[config.mk]
export PLATFORM = sky130hd
export DESIGN_NAME = reaction_ctrl
export DESIGN_NICKNAME = d
export VERILOG_FILES = /design/src/rtl/reaction_pkg.sv /design/src/rtl/lfsr13.sv /design/src/rtl/reaction_ctrl.sv
export SDC_FILE = /design/constraint.sdc
export NUM_CORES = 1
export LEC_CHECK = 0
export BUFFER_PORTS_ARGS = -buffer_cell sky130_fd_sc_hd__buf_2
export CELL_PAD_IN_SITES_DETAIL_PLACEMENT = 0
export CELL_PAD_IN_SITES_GLOBAL_PLACEMENT = 2
export CORE_ASPECT_RATIO = 1.5
export CORE_MARGIN = 2
export CORE_UTILIZATION = 34
export DETAILED_ROUTE_END_ITERATION = 6
export HOLD_SLACK_MARGIN = 0.03
export PLACE_DENSITY = 0.89
export SLEW_MARGIN = 10
export SYNTH_ARGS = -nofsm -noshare
export SYNTH_HDL_FRONTEND = slang
export SYNTH_SLANG_ARGS = --single-unit
[constraint.sdc]
create_clock -name clk -period 2.8 [get_ports clk]
set_input_delay 0.28 -clock clk [delete_from_list [all_inputs] [get_ports clk]]
set_output_delay 0.28 -clock clk [all_outputs]
set_load 0.01 [all_outputs]
[src/rtl/reaction_pkg.sv]
// Shared definitions for the reaction-time game controller and its timer.
package reaction_pkg;

  typedef enum logic [2:0] {
    ST_IDLE     = 3'd0,
    ST_WAIT     = 3'd1,
    ST_CLR_CNT1 = 3'd2,
    ST_START    = 3'd3,
    ST_RESULT   = 3'd4,
    ST_CLR_CNT2 = 3'd5,
    ST_FOUL     = 3'd6,
    ST_ILLEGAL  = 3'd7
  } state_e;

  localparam logic [13:0] DELAY_MIN_DEF = 14'd1500;
  localparam int unsigned LFSR_W        = 13;
  localparam logic [12:0] LFSR_SEED_DEF = 13'h1ACE;
  localparam logic [9:0]  REACT_MAX     = 10'd999;

endpackage

[src/rtl/lfsr13.sv]
// 13-bit Fibonacci LFSR, x^13+x^4+x^3+x+1, advancing every clock.
module lfsr13
  import reaction_pkg::*;
#(
  parameter logic [LFSR_W-1:0] SEED = LFSR_SEED_DEF
) (
  input  logic              clk,
  input  logic              rst,
  output logic [LFSR_W-1:0] lfsr
);

  logic [LFSR_W-1:0] lfsr_q;
  logic [LFSR_W-1:0] lfsr_d;

  always_comb begin
    lfsr_d = {lfsr_q[LFSR_W-2:0], lfsr_q[12] ^ lfsr_q[3] ^ lfsr_q[2] ^ lfsr_q[0]};
  end

  always_ff @(posedge clk) begin
    if (rst) lfsr_q <= SEED;
    else     lfsr_q <= lfsr_d;
  end

  assign lfsr = lfsr_q;

endmodule

[src/rtl/reaction_ctrl.sv]
// Reaction-time game controller: round sequencing, result/best tracking, random delay.
module reaction_ctrl
  import reaction_pkg::*;
#(
  parameter logic [13:0]       DELAY_MIN = DELAY_MIN_DEF,
  parameter logic [LFSR_W-1:0] LFSR_SEED = LFSR_SEED_DEF
) (
  input  logic        clk,
  input  logic        rst,
  input  logic        btn_start,
  input  logic        btn_react,
  input  logic        signal_start,
  input  logic        signal_overflow,
  input  logic        signal_cleared,
  input  logic [9:0]  react_time,
  output logic [2:0]  machine_state,
  output logic [13:0] rand_num,
  output logic        led_go,
  output logic        foul,
  output logic        timeout,
  output logic        result_valid,
  output logic [9:0]  result,
  output logic [9:0]  best
);

  state_e            state_q, state_d;
  logic              start_prev_q, react_prev_q;
  logic              start_press, react_press;
  logic [LFSR_W-1:0] lfsr;
  logic [13:0]       rand_q, rand_d;
  logic [9:0]        result_q, result_d, best_q, best_d;
  logic              led_go_q, led_go_d, foul_q, foul_d;
  logic              timeout_q, timeout_d, valid_q, valid_d;

  lfsr13 #(.SEED(LFSR_SEED)) u_lfsr (
    .clk  (clk),
    .rst  (rst),
    .lfsr (lfsr)
  );

  assign start_press = btn_start & ~start_prev_q;
  assign react_press = btn_react & ~react_prev_q;

  always_comb begin
    state_d   = state_q;
    rand_d    = rand_q;
    result_d  = result_q;
    best_d    = best_q;
    foul_d    = foul_q;
    timeout_d = timeout_q;
    valid_d   = valid_q;
    case (state_q)
      ST_IDLE:     if (start_press) state_d = ST_CLR_CNT1;
      ST_CLR_CNT1: if (signal_cleared) state_d = ST_WAIT;
      ST_WAIT: begin
        if (react_press) begin
          state_d = ST_FOUL;
          foul_d  = 1'b1;
          valid_d = 1'b0;
        end else if (signal_start) begin
          state_d = ST_CLR_CNT2;
        end
      end
      ST_CLR_CNT2: if (signal_cleared) state_d = ST_START;
      ST_START: begin
        if (react_press) begin
          state_d   = ST_RESULT;
          result_d  = react_time;
          valid_d   = 1'b1;
          timeout_d = 1'b0;
          if (react_time < best_q) best_d = react_time;
        end else if (signal_overflow) begin
          state_d   = ST_RESULT;
          result_d  = REACT_MAX;
          timeout_d = 1'b1;
          valid_d   = 1'b0;
        end
      end
      ST_RESULT, ST_FOUL: if (start_press) state_d = ST_CLR_CNT1;
      default:     state_d = ST_IDLE;
    endcase
    // Every entry into CLR_CNT1 comes from IDLE/RESULT/FOUL, so status clears here too.
    if (state_d == ST_CLR_CNT1 && state_q != ST_CLR_CNT1) begin
      rand_d    = {1'b0, lfsr} + DELAY_MIN;
      foul_d    = 1'b0;
      timeout_d = 1'b0;
      valid_d   = 1'b0;
    end
    led_go_d = (state_d == ST_START);
  end

  always_ff @(posedge clk) begin
    if (rst) begin
      state_q      <= ST_IDLE;
      start_prev_q <= 1'b1;
      react_prev_q <= 1'b1;
      rand_q       <= '0;
      result_q     <= '0;
      best_q       <= REACT_MAX;
      led_go_q     <= 1'b0;
      foul_q       <= 1'b0;
      timeout_q    <= 1'b0;
      valid_q      <= 1'b0;
    end else begin
      state_q      <= state_d;
      start_prev_q <= btn_start;
      react_prev_q <= btn_react;
      rand_q       <= rand_d;
      result_q     <= result_d;
      best_q       <= best_d;
      led_go_q     <= led_go_d;
      foul_q       <= foul_d;
      timeout_q    <= timeout_d;
      valid_q      <= valid_d;
    end
  end

  assign machine_state = state_q;
  assign rand_num      = rand_q;
  assign led_go        = led_go_q;
  assign foul          = foul_q;
  assign timeout       = timeout_q;
  assign result_valid  = valid_q;
  assign result        = result_q;
  assign best          = best_q;

endmodule

==> results of run 1 <==
==> cell type report <==
type,count,share of cell area
Multi-Input combinational cell,199,0.434
Sequential cell,56,0.373
Timing Repair Buffer,62,0.108
Tap cell,100,0.0417
Clock buffer,6,0.0242
Inverter,14,0.0175
Clock inverter,1,0.00167
==> synth_stat cells (6+ instances only) <==
cell      number  area [sq um]
mux2i_1       12           120
a21oi_1       14          70.1
nor2b_1        9          56.3
clkbuf_1       7          26.3
o22ai_1        9          56.3
nand2b_1       7          43.8
or2_2         11          68.8
nor2_1        35           131
dfxtp_1       56          1120
ha_1          10           125
a31oi_1        8          50.1
xnor2_1        6          52.6
nor3_1         7          35.0
inv_1         13          48.8
o21ai_0        7          35.0
nand2_1       12          45.0
==> logic make-up after synthesis <==
group / share of synthesized area
compound gates: 0.175
buf+inv: 0.0514
xor+xnor: 0.0206
flops: 0.439
fa+ha+maj: 0.0489
mux: 0.0602
simple gates: 0.205
==> sequential cells by signal, summed over array words and instances (netlist names) <==
| signal | count |
|---|---|
| rand_num | 14 |
| u_lfsr.lfsr | 13 |
| best | 10 |
| result | 10 |
| machine_state | 3 |
| foul | 1 |
| led_go | 1 |
| react_prev_q | 1 |
| result_valid | 1 |
| start_prev_q | 1 |
| timeout | 1 |
==> final timing paths <==
path                                   end  slack (ps)                         from
hold reg to reg   rand_num[6]$_SDFFE_PP0P_         470     rand_num[6]$_SDFFE_PP0P_
setup reg to reg      best[5]$_SDFFE_PP1P_         620  machine_state[1]$_SDFF_PP0_
setup / recovery      best[5]$_SDFFE_PP1P_         620  machine_state[1]$_SDFF_PP0_
hold / removal     start_prev_q$_SDFF_PP1_         170                    btn_start
==> critical path, cell delays in order (launching register included) <==
cell and delay (ps):
dfxtp_1 610, nand2_2 110, or3_1 380, a2111o_1 390, a31oi_1 200, buf_4 210, mux2i_1 200
==> layout by cell type, fill, tap and decap left out, types with 4 or more instances in the layout <==
cell / count
a211oi_1: 5
a21oi_1: 14
a31oi_1: 8
and3_1: 4
buf_2: 57
buf_4: 5
clkbuf_8: 5
dfxtp_1: 56
ha_1: 10
inv_1: 13
mux2i_1: 12
nand2_1: 12
nand2b_1: 7
nand4_1: 4
nor2_1: 35
nor2b_1: 9
nor3_1: 7
o21ai_0: 7
o22ai_1: 9
or2_2: 11
xnor2_1: 6
==> metal layers <==
layer | wire length [um] | vias up | track usage
li1 | - | 1120 | -
met1 | 2710 | 1049 | 0.202
met2 | 3070 | 47 | 0.259
met3 | 248 | 5 | 0.0291
met4 | 79 | 0 | 0.0459
met5 | 0 | - | 0
==> stage by stage <==
stage / worst slack [ps] / cell area (sq um) / hold slack, ps
3_5_place_dp: 668 / 2930 / 440
2_1_floorplan: 779 / 2560 / 384
6_report: 621 / 3000 / 170
3_3_place_gp: 707 / 2930 / 457
5_1_grt: 478 / 3000 / 161
4_1_cts: 621 / 3000 / 164
==> power by group through the flow <==
stage,logic [mW],clock network [mW],registers [mW]
after floorplan,0.146,0,0.890
after global placement,0.218,0,0.894
after detailed placement,0.220,0,0.894
after CTS,0.222,0.453,0.875
after global routing,0.245,0.481,0.881
final,0.219,0.428,0.874
==> results.sh, run 1 <==
export IMPL_cts_resized=0
export IMPL_synthArstFlopShare=0
export IMPL_slew_viol_final=0
export IMPL_area_delta_synth_final_pct=17.5
export IMPL_dieWidth_um=74.8
export IMPL_syn_nets=311
export IMPL_core_sq_mm=0.00727
export IMPL_clkSlewWorstSetupHoldPaths_ps=90
export IMPL_intPower_mw=1.11
export IMPL_die_h_um=110
export IMPL_tritoncts="built"
export IMPL_timing_fmax_mhz=459
export IMPL_cts_root_buf="clkbuf_8"
export IMPL_grt_pass1_vias=2091
export IMPL_ant_nets=0
export IMPL_total_power_mw=1.52
export IMPL_cts_max_level=2
export IMPL_drive_gt1_frac=0.257
export IMPL_num_vias=2221
export IMPL_netlist_instances=284
export IMPL_drt_iter0_markers=102
export IMPL_postCtsSetupBuffers=0
export IMPL_io_pins=58
export IMPL_synth_seq_area_share=0.439
export IMPL_drt_wl_total_mm=6.11
export IMPL_place_inst=431
export IMPL_fin_crit_sh=0.778
export IMPL_rows=38
export IMPL_end_kind="register"
export IMPL_crit_arrival_ps=2410
export IMPL_ir_drop_mv=0.242
export IMPL_rsz0062_at_grt="no"
export IMPL_dieArea_sq_mm=0.00824
export IMPL_crit_type="reg2reg"
export IMPL_first_pass_iters=4
export IMPL_outcome="finished clean"
export IMPL_yosys_warnings=0
export IMPL_layoutNonFillerInstCount=438
export IMPL_tightest_slew_ps=627
export IMPL_clock_latency_ps=300
export IMPL_cts_buffers=5
export IMPL_cts_sinks=56
export IMPL_seqPwrFrac=0.575
export IMPL_ctsLongestPathBuffers=2
export IMPL_reg2regPathDepth=6
export IMPL_regArea_sq_mm=0.00112
export IMPL_timing_hold_violations_final=0
export IMPL_worstPathRequired_ps=3030
export IMPL_pwr_share_clk=0.281
export IMPL_maxCapViolations=0
export IMPL_startpoint_type="register"
export IMPL_synth_ff_type="dfxtp_1"
export IMPL_layout_nets=365
export IMPL_fill_cells=747
export IMPL_wl_per_cell_um=13.9
export IMPL_via_per_inst=5.07
export IMPL_port_buffers=57
export IMPL_diodes=0
export IMPL_critical_path_max_fanout=16
export IMPL_synth_seq_cells=56
export IMPL_grt_usage=0.155
export IMPL_antenna_found_initial=0
export IMPL_setup_violations=0
export IMPL_clock_skew_ps=3.97
export IMPL_drcViolationCount=0
export IMPL_total_leakage_power_nw=1.32
export IMPL_utilization=0.413
export IMPL_grt_pass1_wl_mm=10.0
export IMPL_p_per_area_mw_per_mm2=507
export IMPL_grt_max_degree=36
export IMPL_syn_avg_cell_area_sq_um=9.00
export IMPL_min_path_cells=2
export IMPL_max_slew_margin_rel=0.582
export IMPL_ys_types=48
export IMPL_min_path_type="in2reg"
export IMPL_grt_overflow_total=0
export IMPL_synth_edff_count=0
export IMPL_p_comb_frac=0.144
export IMPL_holdBufCountCts=0
export IMPL_place_congestion=0.805
export IMPL_min_period_ps=2180
export IMPL_tns_ps=0
export IMPL_switching_share=0.273
export IMPL_start_util=0.351
export IMPL_syn_cell_area_sq_mm=0.00256
export IMPL_dp_hpwl_mm=4.52
export IMPL_multi_input_area_sq_mm=0.00130
export IMPL_switching_power_mw=0.416
No activity file was read; power rests on OpenSTA's default activity.
==> run 2, diff against run 1 <==
--- a/config.mk
+++ b/config.mk
@@ -10,10 +10,10 @@
 export CELL_PAD_IN_SITES_GLOBAL_PLACEMENT = 2
 export CORE_ASPECT_RATIO = 1.5
 export CORE_MARGIN = 2
-export CORE_UTILIZATION = 34
+export CORE_UTILIZATION = 32
 export DETAILED_ROUTE_END_ITERATION = 6
 export HOLD_SLACK_MARGIN = 0.03
-export PLACE_DENSITY = 0.89
+export PLACE_DENSITY = 0.85
 export SLEW_MARGIN = 10
 export SYNTH_ARGS = -nofsm -noshare
 export SYNTH_HDL_FRONTEND = slang
==> constraint.sdc (replaced) <==
create_clock -name clk -period 2.3 [get_ports clk]
set_input_delay 0.23 -clock clk [delete_from_list [all_inputs] [get_ports clk]]
set_output_delay 0.23 -clock clk [all_outputs]
set_load 0.01 [all_outputs]
==> results.sh, run 2 (synthesis results as in run 1) <==
export IMPL_outcome="finished clean"
export IMPL_clock_skew_ps=4.92
export IMPL_ant_nets=0
export IMPL_cts_root_buf="clkbuf_16"
export IMPL_ir_drop_mv=0.379
export IMPL_worstPathRequired_ps=2510
export IMPL_critical_path_cell_chain="nand2_2, or3_1, a2111o_1, a31oi_1, buf_4, mux2i_1"
export IMPL_io_pins=58
export IMPL_dp_hpwl_mm=4.64
export IMPL_multi_input_area_sq_mm=0.00130
export IMPL_cts_buffers=5
export IMPL_port_buffers=57
export IMPL_setup_violations=0
export IMPL_timing_fmax_mhz=498
export IMPL_timing_hold_violations_final=0
export IMPL_ctsLongestPathBuffers=2
export IMPL_wl_per_cell_um=13.8
export IMPL_crit_path_top_delay_cell="dfxtp_1"
export IMPL_rows=39
export IMPL_total_power_mw=2.11
export IMPL_total_leakage_power_nw=1.39
export IMPL_startpoint_type="register"
export IMPL_p_per_area_mw_per_mm2=674
export IMPL_drt_iter0_markers=86
export IMPL_grt_usage=0.145
export IMPL_intPower_mw=1.58
export IMPL_grt_pass1_wl_mm=10.3
export IMPL_diodes=0
export IMPL_grt_pass1_vias=2096
export IMPL_drive_gt1_frac=0.270
export IMPL_via_per_inst=4.92
export IMPL_switching_share=0.250
export IMPL_drt_wl_total_mm=6.18
export IMPL_drcViolationCount=0
export IMPL_place_inst=439
export IMPL_rsz0062_at_grt="no"
export IMPL_place_congestion=0.796
export IMPL_grt_overflow_total=0
export IMPL_die_h_um=113
export IMPL_seqPwrFrac=0.503
export IMPL_layout_nets=371
export IMPL_postCtsSetupBuffers=0
export IMPL_cts_max_level=2
export IMPL_largest_register_ffs=14
export IMPL_num_vias=2201
export IMPL_antenna_found_initial=0
export IMPL_start_util=0.334
export IMPL_min_path_type="in2reg"
export IMPL_layout_commonest_cell="buf_2"
export IMPL_clock_latency_ps=280
export IMPL_grt_max_degree=39
export IMPL_cts_sinks=56
export IMPL_p_comb_frac=0.135
export IMPL_tritoncts="built"
export IMPL_cts_resized=0
export IMPL_holdBufCountCts=0
export IMPL_crit_arrival_ps=2220
export IMPL_tns_ps=0
export IMPL_slew_viol_final=0
export IMPL_pwr_share_clk=0.362
export IMPL_area_delta_synth_final_pct=22.5
export IMPL_fin_crit_sh=0.872
export IMPL_max_slew_margin_rel=0.595
export IMPL_regArea_sq_mm=0.00112
export IMPL_rrSetupSlack_ps=290
export IMPL_tightest_slew_ps=608
export IMPL_switching_power_mw=0.528
export IMPL_dieArea_sq_mm=0.00873
export IMPL_layoutNonFillerInstCount=447
export IMPL_cpPeakStageDelay_ps=500
export IMPL_end_kind="register"
export IMPL_maxCapViolations=0
export IMPL_core_sq_mm=0.00766
export IMPL_first_pass_iters=4
export IMPL_fill_cells=801
export IMPL_dieWidth_um=77.0
export IMPL_critical_path_max_fanout=11
export IMPL_min_period_ps=2010
export IMPL_layout_common_cells="57 x buf_2, 56 x dfxtp_1, 35 x nor2_1, 14 x a21oi_1, 13 x inv_1"
export IMPL_clkSlewWorstSetupHoldPaths_ps=70
export IMPL_crit_type="reg2reg"
-- run 2: routing by layer --
metal  track usage  routed length [um]
met5             0                   0
met4        0.0464                  83
met3        0.0214                 195
met2         0.252                3080
met1         0.186                2820
-- run 2: power groups by stage --
stage	Sequential (mW)	Combinational (mW)	Clock, mW
after floorplan	1.08	0.178	0
final	1.06	0.285	0.764
after CTS	1.06	0.287	0.785
after detailed placement	1.09	0.285	0
after global routing	1.07	0.320	0.821
after global placement	1.08	0.284	0
-- run 2: worst paths after layout --
kind                                                   from  cells after the start                  endpoint
worst max-delay path            machine_state[1]$_SDFF_PP0_                      6      best[4]$_SDFFE_PP0P_
worst min-delay path                              btn_start                      2   start_prev_q$_SDFF_PP1_
worst max register to register  machine_state[1]$_SDFF_PP0_                      6      best[4]$_SDFFE_PP0P_
worst min register to register     rand_num[6]$_SDFFE_PP0P_                      2  rand_num[6]$_SDFFE_PP0P_
-- run 2: through the flow --
stage	util	setup slack [ps]	cell area, sq um	hold WS, ps
after detailed placement	0.390	302	2990	429
final	0.409	294	3130	134
after global placement	0.390	336	2990	426
after CTS	0.409	268	3130	134
after floorplan	-	279	2560	334
after global routing	0.409	94.3	3130	128
-- run 2: area by class of cell --
| class | count | share of cell area |
|---|---|---|
| Multi-Input combinational cell | 199 | 0.416 |
| Sequential cell | 56 | 0.358 |
| Timing Repair Buffer | 68 | 0.121 |
| Clock buffer | 8 | 0.0467 |
| Tap cell | 102 | 0.0408 |
| Inverter | 14 | 0.0168 |
-- run 2: worst max-delay path, delay by kind of cell, from the launching register on --
kind	cells	cell delay (ps)
compound gates	2	560
flops	1	500
simple gates	2	470
buf+inv	1	200
mux	1	190
